**src/rtl/fft_pkg.sv**
```systemverilog
// Shared FFT helpers: index-width helper, bit reversal, and the common sample type.
package fft_pkg;

  localparam int SAMPLE_W = 16;

  typedef logic signed [SAMPLE_W-1:0] sample_t;

  function automatic int idx_bits(input int n_point);
    return $clog2(n_point);
  endfunction

  // Reverse the low 'bits' bits of idx; upper bits of the result are zero.
  function automatic logic [31:0] bitrev(input logic [31:0] idx, input int bits);
    logic [31:0] r;
    r = '0;
    for (int i = 0; i < 32; i++) begin
      if (i < bits) r[5'(i)] = idx[5'(bits - 1 - i)];
    end
    return r;
  endfunction

endpackage

```
**src/rtl/fft_frame_bank.sv**
```systemverilog
// One N_POINT-word frame bank: single write port, every word visible in parallel.
module fft_frame_bank
  import fft_pkg::*;
#(
  parameter int DATA_WIDTH = 16,
  parameter int N_POINT    = 16,
  localparam int IDX_W     = idx_bits(N_POINT)
) (
  input  logic                  clk,
  input  logic                  rst,
  input  logic                  we,
  input  logic [IDX_W-1:0]      waddr,
  input  logic [DATA_WIDTH-1:0] wdata,
  output logic [DATA_WIDTH-1:0] rdata [N_POINT]
);

  logic [DATA_WIDTH-1:0] mem_q [N_POINT];

  always_ff @(posedge clk) begin
    if (rst) begin
      for (int i = 0; i < N_POINT; i++) mem_q[i] <= '0;
    end else if (we) begin
      mem_q[waddr] <= wdata;
    end
  end

  always_comb begin
    for (int i = 0; i < N_POINT; i++) rdata[i] = mem_q[i];
  end

endmodule

```
**src/rtl/fft_frame_loader.sv**
```systemverilog
// Serial-to-parallel ping-pong frame loader feeding the FFT core.
// FFT_LOADER_BITREV_EN: store samples at bit-reversed addresses (DIT order); else natural order.
module fft_frame_loader
  import fft_pkg::*;
#(
  parameter int DATA_WIDTH = 16,
  parameter int N_POINT    = 16,
  localparam int IDX_W     = idx_bits(N_POINT)
) (
  input  logic                  clk,
  input  logic                  rst,
  input  logic                  s_valid,
  output logic                  s_ready,
  input  logic [DATA_WIDTH-1:0] s_data,
  input  logic                  s_sof,
  output logic                  m_valid,
  input  logic                  m_ready,
  output logic [DATA_WIDTH-1:0] m_data [N_POINT],
  output logic                  sync_err
);

  logic             wr_bank_q, wr_bank_d;
  logic             rd_bank_q, rd_bank_d;
  logic [IDX_W-1:0] wr_idx_q,  wr_idx_d;
  logic [1:0]       full_q,    full_d;
  logic             sync_err_q, sync_err_d;

  logic             accept, resync, last, release_frm;
  logic [IDX_W-1:0] idx_eff, waddr;
  logic [DATA_WIDTH-1:0] rdata0 [N_POINT];
  logic [DATA_WIDTH-1:0] rdata1 [N_POINT];

  assign s_ready     = !rst && !full_q[wr_bank_q];
  assign m_valid     = full_q[rd_bank_q];
  assign sync_err    = sync_err_q;
  assign accept      = s_valid && s_ready;
  assign release_frm = m_valid && m_ready;
  // A mid-frame sof restarts the same bank with this beat as index 0.
  assign resync      = accept && s_sof && (wr_idx_q != '0);
  assign idx_eff     = resync ? '0 : wr_idx_q;
  assign last        = accept && !resync && (wr_idx_q == IDX_W'(N_POINT - 1));

`ifdef FFT_LOADER_BITREV_EN
  assign waddr = IDX_W'(bitrev(32'(idx_eff), IDX_W));
`else
  assign waddr = idx_eff;
`endif

  always_comb begin
    full_d     = full_q;
    wr_bank_d  = wr_bank_q;
    rd_bank_d  = rd_bank_q;
    wr_idx_d   = wr_idx_q;
    sync_err_d = resync;
    // Release and fill always target different banks, so both updates apply.
    if (release_frm) begin
      full_d[rd_bank_q] = 1'b0;
      rd_bank_d         = !rd_bank_q;
    end
    if (accept) wr_idx_d = resync ? IDX_W'(1) : wr_idx_q + 1'b1;
    if (last) begin
      full_d[wr_bank_q] = 1'b1;
      wr_bank_d         = !wr_bank_q;
    end
  end

  always_ff @(posedge clk) begin
    if (rst) begin
      full_q     <= '0;
      wr_bank_q  <= 1'b0;
      rd_bank_q  <= 1'b0;
      wr_idx_q   <= '0;
      sync_err_q <= 1'b0;
    end else begin
      full_q     <= full_d;
      wr_bank_q  <= wr_bank_d;
      rd_bank_q  <= rd_bank_d;
      wr_idx_q   <= wr_idx_d;
      sync_err_q <= sync_err_d;
    end
  end

  fft_frame_bank #(.DATA_WIDTH(DATA_WIDTH), .N_POINT(N_POINT)) u_bank0 (
    .clk   (clk),
    .rst   (rst),
    .we    (accept && !wr_bank_q),
    .waddr (waddr),
    .wdata (s_data),
    .rdata (rdata0)
  );

  fft_frame_bank #(.DATA_WIDTH(DATA_WIDTH), .N_POINT(N_POINT)) u_bank1 (
    .clk   (clk),
    .rst   (rst),
    .we    (accept && wr_bank_q),
    .waddr (waddr),
    .wdata (s_data),
    .rdata (rdata1)
  );

  always_comb begin
    for (int i = 0; i < N_POINT; i++) m_data[i] = rd_bank_q ? rdata1[i] : rdata0[i];
  end

endmodule

```
**config.mk**
```make
export PLATFORM = sky130hd
export DESIGN_NAME = fft_frame_loader
export DESIGN_NICKNAME = d
export VERILOG_FILES = /design/src/rtl/fft_pkg.sv /design/src/rtl/fft_frame_bank.sv /design/src/rtl/fft_frame_loader.sv
export SDC_FILE = /design/constraint.sdc
export NUM_CORES = 1
export LEC_CHECK = 0
export ABC_AREA = 1
export CAP_MARGIN = 20
export CORE_MARGIN = 10
export CORE_UTILIZATION = 40
export DETAILED_ROUTE_END_ITERATION = 8
export GPL_TIMING_DRIVEN = 0
export SLEW_MARGIN = 0
export SYNTH_ARGS = -nofsm -noshare
export SYNTH_HDL_FRONTEND = slang
export SYNTH_SLANG_ARGS = --single-unit
```
**constraint.sdc**
```tcl
create_clock -name clk -period 2.6 [get_ports clk]
set_clock_uncertainty 0.1 [all_clocks]
set_input_delay 0.39 -clock clk [delete_from_list [all_inputs] [get_ports clk]]
set_output_delay 0.39 -clock clk [all_outputs]
set_load 0.005 [all_outputs]
```
-- Word-level counts from Yosys, hierarchy flattened
Memory sizes are Yosys's and may differ from the RTL's.
Cells that the tools add are included.
- bits in registers: 9
- RAM bits: 512
- input bits: 21
- output and inout bits: 259
- logic and storage cells: 77
- memories kept: 2
- add/sub/neg operators: 1
- order comparisons: 4
- eq/ne operators: 1
- mux-type cells: 42
- bitwise operators: 3
- reduce and logical (&&, ||, !) cells: 19
- memories (name ; words ; bits a word ; read ports ; clocked after Yosys merged registers in ; write ports ; line ; source):
    u_bank0.mem_q ; 16 ; 16 ; 16 ; 0 ; 16 ; fft_frame_bank.sv:17 ; logic [DATA_WIDTH-1:0] mem_q [N_POINT];
    u_bank1.mem_q ; 16 ; 16 ; 16 ; 0 ; 16 ; fft_frame_bank.sv:17 ;
- operators with widths (cell ; number):
    two-way mux 16 bit ; 18
    OR reduction 16 bit ; 2
    two-way mux 1 bit ; 16
    two-way mux 4 bit ; 4
    logical AND 1 bit ; 11
    zero test 1 bit ; 5
    adder 4 x 1 -> 4 bit (second input constant) ; 1
    == test 4 bit (second input constant) ; 1
    < comparator 1 x 2 -> 1 bit (second input constant) ; 2
    two-way mux 2 bit ; 2
    nonzero test 4 bit ; 1
    AND 2 bit ; 1
    demux 1 bit (select 1 bit) ; 2
    greater-or-equal comparator 1 bit (second input constant) ; 2
    NOT 2 bit ; 1
    OR 2 bit ; 1

-- Longest topological paths before layout
Gate-level depths: netlist of the first run.
- depth in word-level cells: 11
- gate-level depth with buffers: 9
- depth with buffers taken out: 9

-- By module
From an unflattened synthesis of the first run, not the netlist that was laid out.
- cells, all modules: 2117
- area, all modules: 22140.0 um2
- by module, submodules not included (module ; instances ; cells an instance ; area an instance (um2) ; seq. area each (um2)):
    fft_frame_bank at u_bank1 ; 1 ; 611 ; 9255.1 ; 7687.4
    fft_frame_bank at u_bank0 ; 1 ; 611 ; 9248.9 ; 7687.4
    fft_frame_loader ; 1 ; 895 ; 3636.0 ; 180.2

-- Least setup slack after synthesis of the first run
Ideal clock, no wire load.
- path kind: flip-flop to flip-flop
- from: reg wr_idx_q[0]
- to: mem u_bank0.mem_q[4][0] (enable)
- setup time: 372 ps
- arrival: 2065 ps
- data required time: 2128 ps
- setup slack: 64 ps
- cell stages (with the launch flop): 10
- buffers on the path: 1
- period minus slack after synthesis: 2536 ps
- cells stage by stage: dfxtp_1 > inv_1 > ha_1 > nand3_1 > nand2_1 > nor2_1 > nor3_4 > nand3_2 > buf_6 > nand2_1
- RTL lines (what ; line ; source):
    start: declaration ; fft_frame_loader.sv:24 ; logic [IDX_W-1:0] wr_idx_q, wr_idx_d;
    start signal: assignment ; fft_frame_loader.sv:78 ; wr_idx_q <= wr_idx_d;
    end: declaration ; fft_frame_bank.sv:17 ;

==> out/qor.csv, run 1 <==
metric;value;unit
relSlewSlack;16.67;%
clk_pin_slew;60;ps
cp_data_required_time;2110;ps
design.core.area;54030;sq um
avgRoutedWirePerCell;23.37;um
num_vias;16497;
routed_wl;75340;um
clk_latency;600;ps
die_area;64420;sq um
drc_errors;0;
dr.pass1.iters;6;
timing.rr.start;wr_idx_q[0];
port_buffers;279;
die_w;253.8;um
final_area;29070;sq um
track_usage;22.68;%
critPathSlowestCell;clkdlybuf4s50_1;
top_layer;met4;
slew_violations;0;
syn-num-nets;2116;
io_pins;280;
cts_root_buf;clkbuf_16;
diodes;0;
fin_nets;2509;
synthTopCellsByArea;edfxtp_1 70%, nand2_1 14%, nor2_1 8.9%;
synthesis.area;21870;sq um
p_per_area;624.3;nW/um^2
worstHoldPathType;input pin to register;
fmax;0.3723;GHz
reg2reg_to;u_bank1.mem_q[14][15];
grt_max_degree;17;
drt_iter0_drc;1875;
via_per_inst;5.117;
r2r_slack;110;ps
fin_ws;-86.19;ps
initial_core_util;40.47;%
yosysSeqAreaShare;71.13;%
synth_cells;2093;
worstRegToRegCells;10;
critPathCapture;m_data[17];
irDropWorstVdd;0.4680;mV
path_class;register to output port;
crit_path_start_kind;register;
period_share;103.3;%
total_power;0.01815;W
overflow;0;
area_delta_synth_final;32.92;%
die_y;253.8;um
htree_levels;2;
clockBufferDepth;3;
cp_data_arrival_time;2200;ps
max_cap_viol_count;0;
status;complete, but fails checks;
cpPeakStageDelay;530;ps
gp_congestion;0.8875;
drive_above_1_share;12.82;%
critical_path_peak_fanout;10;
startpoint;rd_bank_q;
pre_cts_slack;-1481;ps
min_period;2686;ps
yosysTopAreaCell;edfxtp_1;
leakage;13.37;nW
cts_buffers;55;
dpl_cell_area;25650;sq um
tightest_slew;1250;ps
nFillCells;4723;
grt_pass1_vias;15949;
place_hpwl;51660;um
endpoint_kind;output port;
cts_tree;yes;
timing.hold.ws;244.3;ps
holdCritStartpoint;rst;
wl_met3;7561;um
violations;setup timing;
cts_hold_buffers;0;
crit_chain;clkinv_4 > clkbuf_8 > clkbuf_8 > nand2_1 > nand2_1 > clkdlybuf4s50_1;
syn_area_per_cell;10.45;sq um
hold_viol_final;0;
wl_met1;28800;um
synth_top_cell_area_share;70.31;%
antenna_found_initial;1;
yosysUniqueCellTypes;24;
placementRows;85;
cts.sinks;521;
wl_met2;36090;um
rsz0062_at_grt;yes;
final_antenna_net_count;0;
setup_viol;34;
grt_pass1_wl;105700;um
ys.warnings.count;0;
ys_ff_latch;521;
## power breakdown
group | total, W | internal, W | switching (W)
Clock | 0.00733 | 0.00408 | 0.00325
Sequential | 0.00958 | 0.00949 | 0.0000895
Combinational | 0.00123 | 0.000427 | 0.000805
Total | 0.0181 | 0.0140 | 0.00415
## cell usage after synthesis
| library cell | number |
|---|---|
| inv_1 | 22 |
| nor2_1 | 520 |
| o22ai_2 | 2 |
| a21oi_1 | 7 |
| nand3_1 | 4 |
| nor3_4 | 1 |
| nand4_2 | 1 |
| buf_6 | 8 |
| o21ai_0 | 3 |
| o21bai_1 | 3 |
| clkbuf_1 | 106 |
| nand3_4 | 1 |
| inv_2 | 2 |
| buf_2 | 25 |
| nor3_1 | 1 |
| edfxtp_1 | 512 |
| nand3_2 | 31 |
| clkinv_1 | 1 |
| buf_4 | 3 |
| buf_1 | 2 |
| ha_1 | 2 |
| nor2_2 | 6 |
| nand2_1 | 821 |
| dfxtp_1 | 9 |
## cell usage in the layout (no fill, tap or decap), types with 14 or more instances in the layout
master	n
edfxtp_1	512
buf_12	16
nand2_4	15
buf_4	44
dlymetal6s2s_1	100
nor2_1	519
nand2_1	775
nand3_2	27
clkinv_1	14
clkdlybuf4s50_1	96
clkbuf_1	62
dlygate4sd2_1	83
clkbuf_8	26
inv_1	21
buf_8	22
nand2_2	27
buf_6	18
clkbuf_16	64
## metrics by stage
stage	instances	setup TNS [ps]	utilization, %
6_report	3224	-1044	53.80
5_1_grt	3224	-3712	53.80
4_1_cts	3219	-5075	52.87
3_5_place_dp	3076	-1021540	47.48
3_3_place_gp	3068	-962290	47.26
2_1_floorplan	2093	0	-
## how the worst min path moves through the flow
stage / to / slack, ps / cells past startpoint
final: wr_idx_q[1] / 240 / 2
after global routing: wr_idx_q[1] / 260 / 2
after CTS: rd_bank_q / 230 / 2
after detailed placement: full_q[1] / 410 / 2
after global placement: full_q[1] / 390 / 2
after floorplan: full_q[0] / 360 / 1
## per-layer routing
layer	GRT usage, %	vias up
met5	0	-
met1	28.86	7953
li1	-	7562
met4	8.363	0
met3	4.822	129
met2	37.55	853
## flip-flops by register name (all words and copies together), names as in the netlist
register and flops:
sync_err 1, u_bank0.mem_q 256, rd_bank_q 1, wr_bank_q 1
full_q 2, u_bank1.mem_q 256, wr_idx_q 4
## critical path, delay by kind of cell (launching register included)
kind,cells,cell delay [ps]
flip-flops,1,380
AND/OR/NAND/NOR,2,170
buffers and inverters,4,1040
## what timing repair did
action / CTS / global route
buffers inserted: 45 / 9
pin swaps: 9 / 1
endpoints found under the setup margin: 925 / 685
hold endpoints to repair: 0 / 0
cloned: 0 / 3
resized for setup: 335 / 158
## cell type report
type / count / area [sq um] / share of cell area [%]
Buffer: 136 / 1254 / 4.313
Clock buffer: 72 / 1481 / 5.097
Clock inverter: 27 / 160.2 / 0.5510
Inverter: 25 / 105.1 / 0.3616
Multi-Input combinational cell: 1403 / 5931 / 20.40
Sequential cell: 521 / 15560 / 53.54
Tap cell: 696 / 870.8 / 2.996
Timing Repair Buffer: 344 / 3702 / 12.74
## cells by family (layout without fill, tap and decap cells)
family | count (synthesis) | in the layout | share of synthesized area (%)
flip-flops | 521 | 521 | 71.13
AO/OA/AOI/OAI | 15 | 15 | 0.4462
AND/OR/NAND/NOR | 1386 | 1386 | 24.94
adder cells (fa/ha/maj) | 2 | 2 | 0.1144
buffers and inverters | 169 | 604 | 3.370
Power figures use the tool's default switching activity.
==> inputs of run 2 (changes only) <==
--- a/config.mk
+++ b/config.mk
@@ -15,3 +15,4 @@
 export SYNTH_ARGS = -nofsm -noshare
 export SYNTH_HDL_FRONTEND = slang
 export SYNTH_SLANG_ARGS = --single-unit
+export TNS_END_PERCENT = 1
==> constraint.sdc (replaced) <==
create_clock -name clk -period 2.7 [get_ports clk]
set_clock_uncertainty 0.1 [all_clocks]
set_input_delay 0.405 -clock clk [delete_from_list [all_inputs] [get_ports clk]]
set_output_delay 0.405 -clock clk [all_outputs]
set_load 0.005 [all_outputs]
==> out/qor.csv, run 2 (synthesis results as in run 1) <==
metric;value;unit;change
cts_hold_buffers;0;;unchanged
crit_chain;clkbuf_4 > nand2_1 > nand2_1 > clkdlybuf4s50_1;;was clkinv_4 > clkbuf_8 > clkbuf_8 > nand2_1 > nand2_1 > clkdlybuf4s50_1
final_antenna_net_count;0;;unchanged
cp_data_required_time;2190;ps;was 2110 ps
timing.hold.ws;266.9;ps;was 244.3 ps
status;complete, but fails checks;;unchanged
mostFrequentLayoutCell;nand2_1;;unchanged
violations;setup timing;;unchanged
design.core.area;54030;sq um;unchanged
path_buf_inv;2;;was 4
cts_buffers;55;;unchanged
cts.sinks;521;;unchanged
io_pins;280;;unchanged
min_period;2750;ps;
place_hpwl;51660;um;unchanged
setup_viol;6;;was 34
die_area;64420;sq um;unchanged
fin_nets;2504;;was 2,509
track_usage;22.62;%;was 22.68%
routed_wl;74820;um;was 75,340 um
hold_viol_final;0;;unchanged
grt_max_degree;17;;unchanged
critPathSlowestCell;clkdlybuf4s50_1;;unchanged
die_y;253.8;um;unchanged
die_w;253.8;um;unchanged
initial_core_util;40.47;%;unchanged
leakage;13.02;nW;was 13.37 nW
final_area;28790;sq um;was 29,070 sq um
irDropWorstVdd;0.4525;mV;was 0.4680 mV
cp_data_arrival_time;2240;ps;was 2200 ps
most-common-layout-cells;784 x nand2_1, 518 x nor2_1, 512 x edfxtp_1;;was 775 x nand2_1, 519 x nor2_1, 512 x edfxtp_1
crit_path_start_kind;register;;unchanged
via_per_inst;5.126;;was 5.117
drive_above_1_share;12.21;%;was 12.82%
clockBufferDepth;3;;unchanged
htree_levels;2;;unchanged
cts_root_buf;clkbuf_16;;unchanged
pre_cts_slack;-1396;ps;was -1481 ps
nFillCells;4750;;was 4,723
dr.pass1.iters;5;;was 6
worstHoldPathType;input pin to register;;unchanged
crit_family;buffers and inverters;;unchanged
fin_ws;-49.59;ps;was -86.19 ps
overflow;0;;unchanged
gp_congestion;0.8875;;unchanged
critical_path_peak_fanout;10;;unchanged
path_class;register to output port;;unchanged
antenna_found_initial;1;;unchanged
period_share;101.8;%;
cpPeakStageDelay;560;ps;was 530 ps
slew_violations;0;;unchanged
drt_iter0_drc;1890;;was 1,875
placementRows;85;;unchanged
setup_total_negative_slack;-148.1;ps;was -1044 ps
cts_tree;yes;;unchanged
drc_errors;0;;unchanged
cpMostUsedCell;nand2_1;;
avgRoutedWirePerCell;23.24;um;was 23.37 um
reg_top3;u_bank0.mem_q (256), u_bank1.mem_q (256), wr_idx_q (4);;unchanged
area_delta_synth_final;31.65;%;was 32.92%
p_per_area;608.2;nW/um^2;was 624.3 nW/um^2
grt_pass1_vias;15880;;was 15.95k
port_buffers;279;;unchanged
fmax;0.3637;GHz;
grt_pass1_wl;105300;um;was 105,700 um
endpoint_kind;output port;;unchanged
dpl_cell_area;25650;sq um;unchanged
max_cap_viol_count;0;;unchanged
total_power;0.01751;W;was 0.01815 W
tightest_slew;1166;ps;was 1250 ps
clk_latency;600;ps;about the same
num_vias;16502;;about the same
diodes;0;;unchanged
rsz0062_at_grt;yes;;unchanged
clk_pin_slew;60;ps;about the same
relSlewSlack;22.29;%;was 16.67%
## run 2: path summary, 6_finish.rpt
check                               end  slack, ps   startpoint  cells after the start
setup / recovery             m_data[12]        -50    rd_bank_q                      4
hold reg to reg               full_q[1]        420    full_q[1]                      2
setup reg to reg  u_bank0.mem_q[13][15]        120  wr_idx_q[2]                     11
hold / removal              wr_idx_q[1]        270          rst                      2
## run 2: cell type report
cell class	count	area, sq um	area share, %
sequential	521	15560	54.06
multi-input combinational	1403	5847	20.31
timing repair buffer	332	3650	12.68
clock buffer	72	1481	5.146
buffer	143	1116	3.877
tap	696	870.8	3.025
clock inverter	27	160.2	0.5563
inverter	25	101.3	0.3520
## run 2: stage by stage
step / cells / utilization, %
after detailed placement: 3076 / 47.48
final: 3219 / 53.29
after floorplan: 2093 / -
after global routing: 3219 / 53.29
after CTS: 3216 / 52.58
after global placement: 3068 / 47.26
## run 2: what timing repair did
action                     CTS  global route
setup endpoints to repair  804           647
setup buffers               42             2
pin swaps                    7             2
resized for setup          232           141
## run 2: power by group
group	internal [W]	switching, W	total, W
clock network	0.00393	0.00314	0.00707
registers	0.00914	0.0000865	0.00923
logic	0.000437	0.000776	0.00121
## run 2: per-layer routing
metal	part of all wire, %	up-vias	global-route usage [%]
met5	0	-	0
met4	3.3	0	8.004
met3	9.0	116	4.720
met2	48	801	37.52
met1	39	8040	28.90
li1	-	7545	-
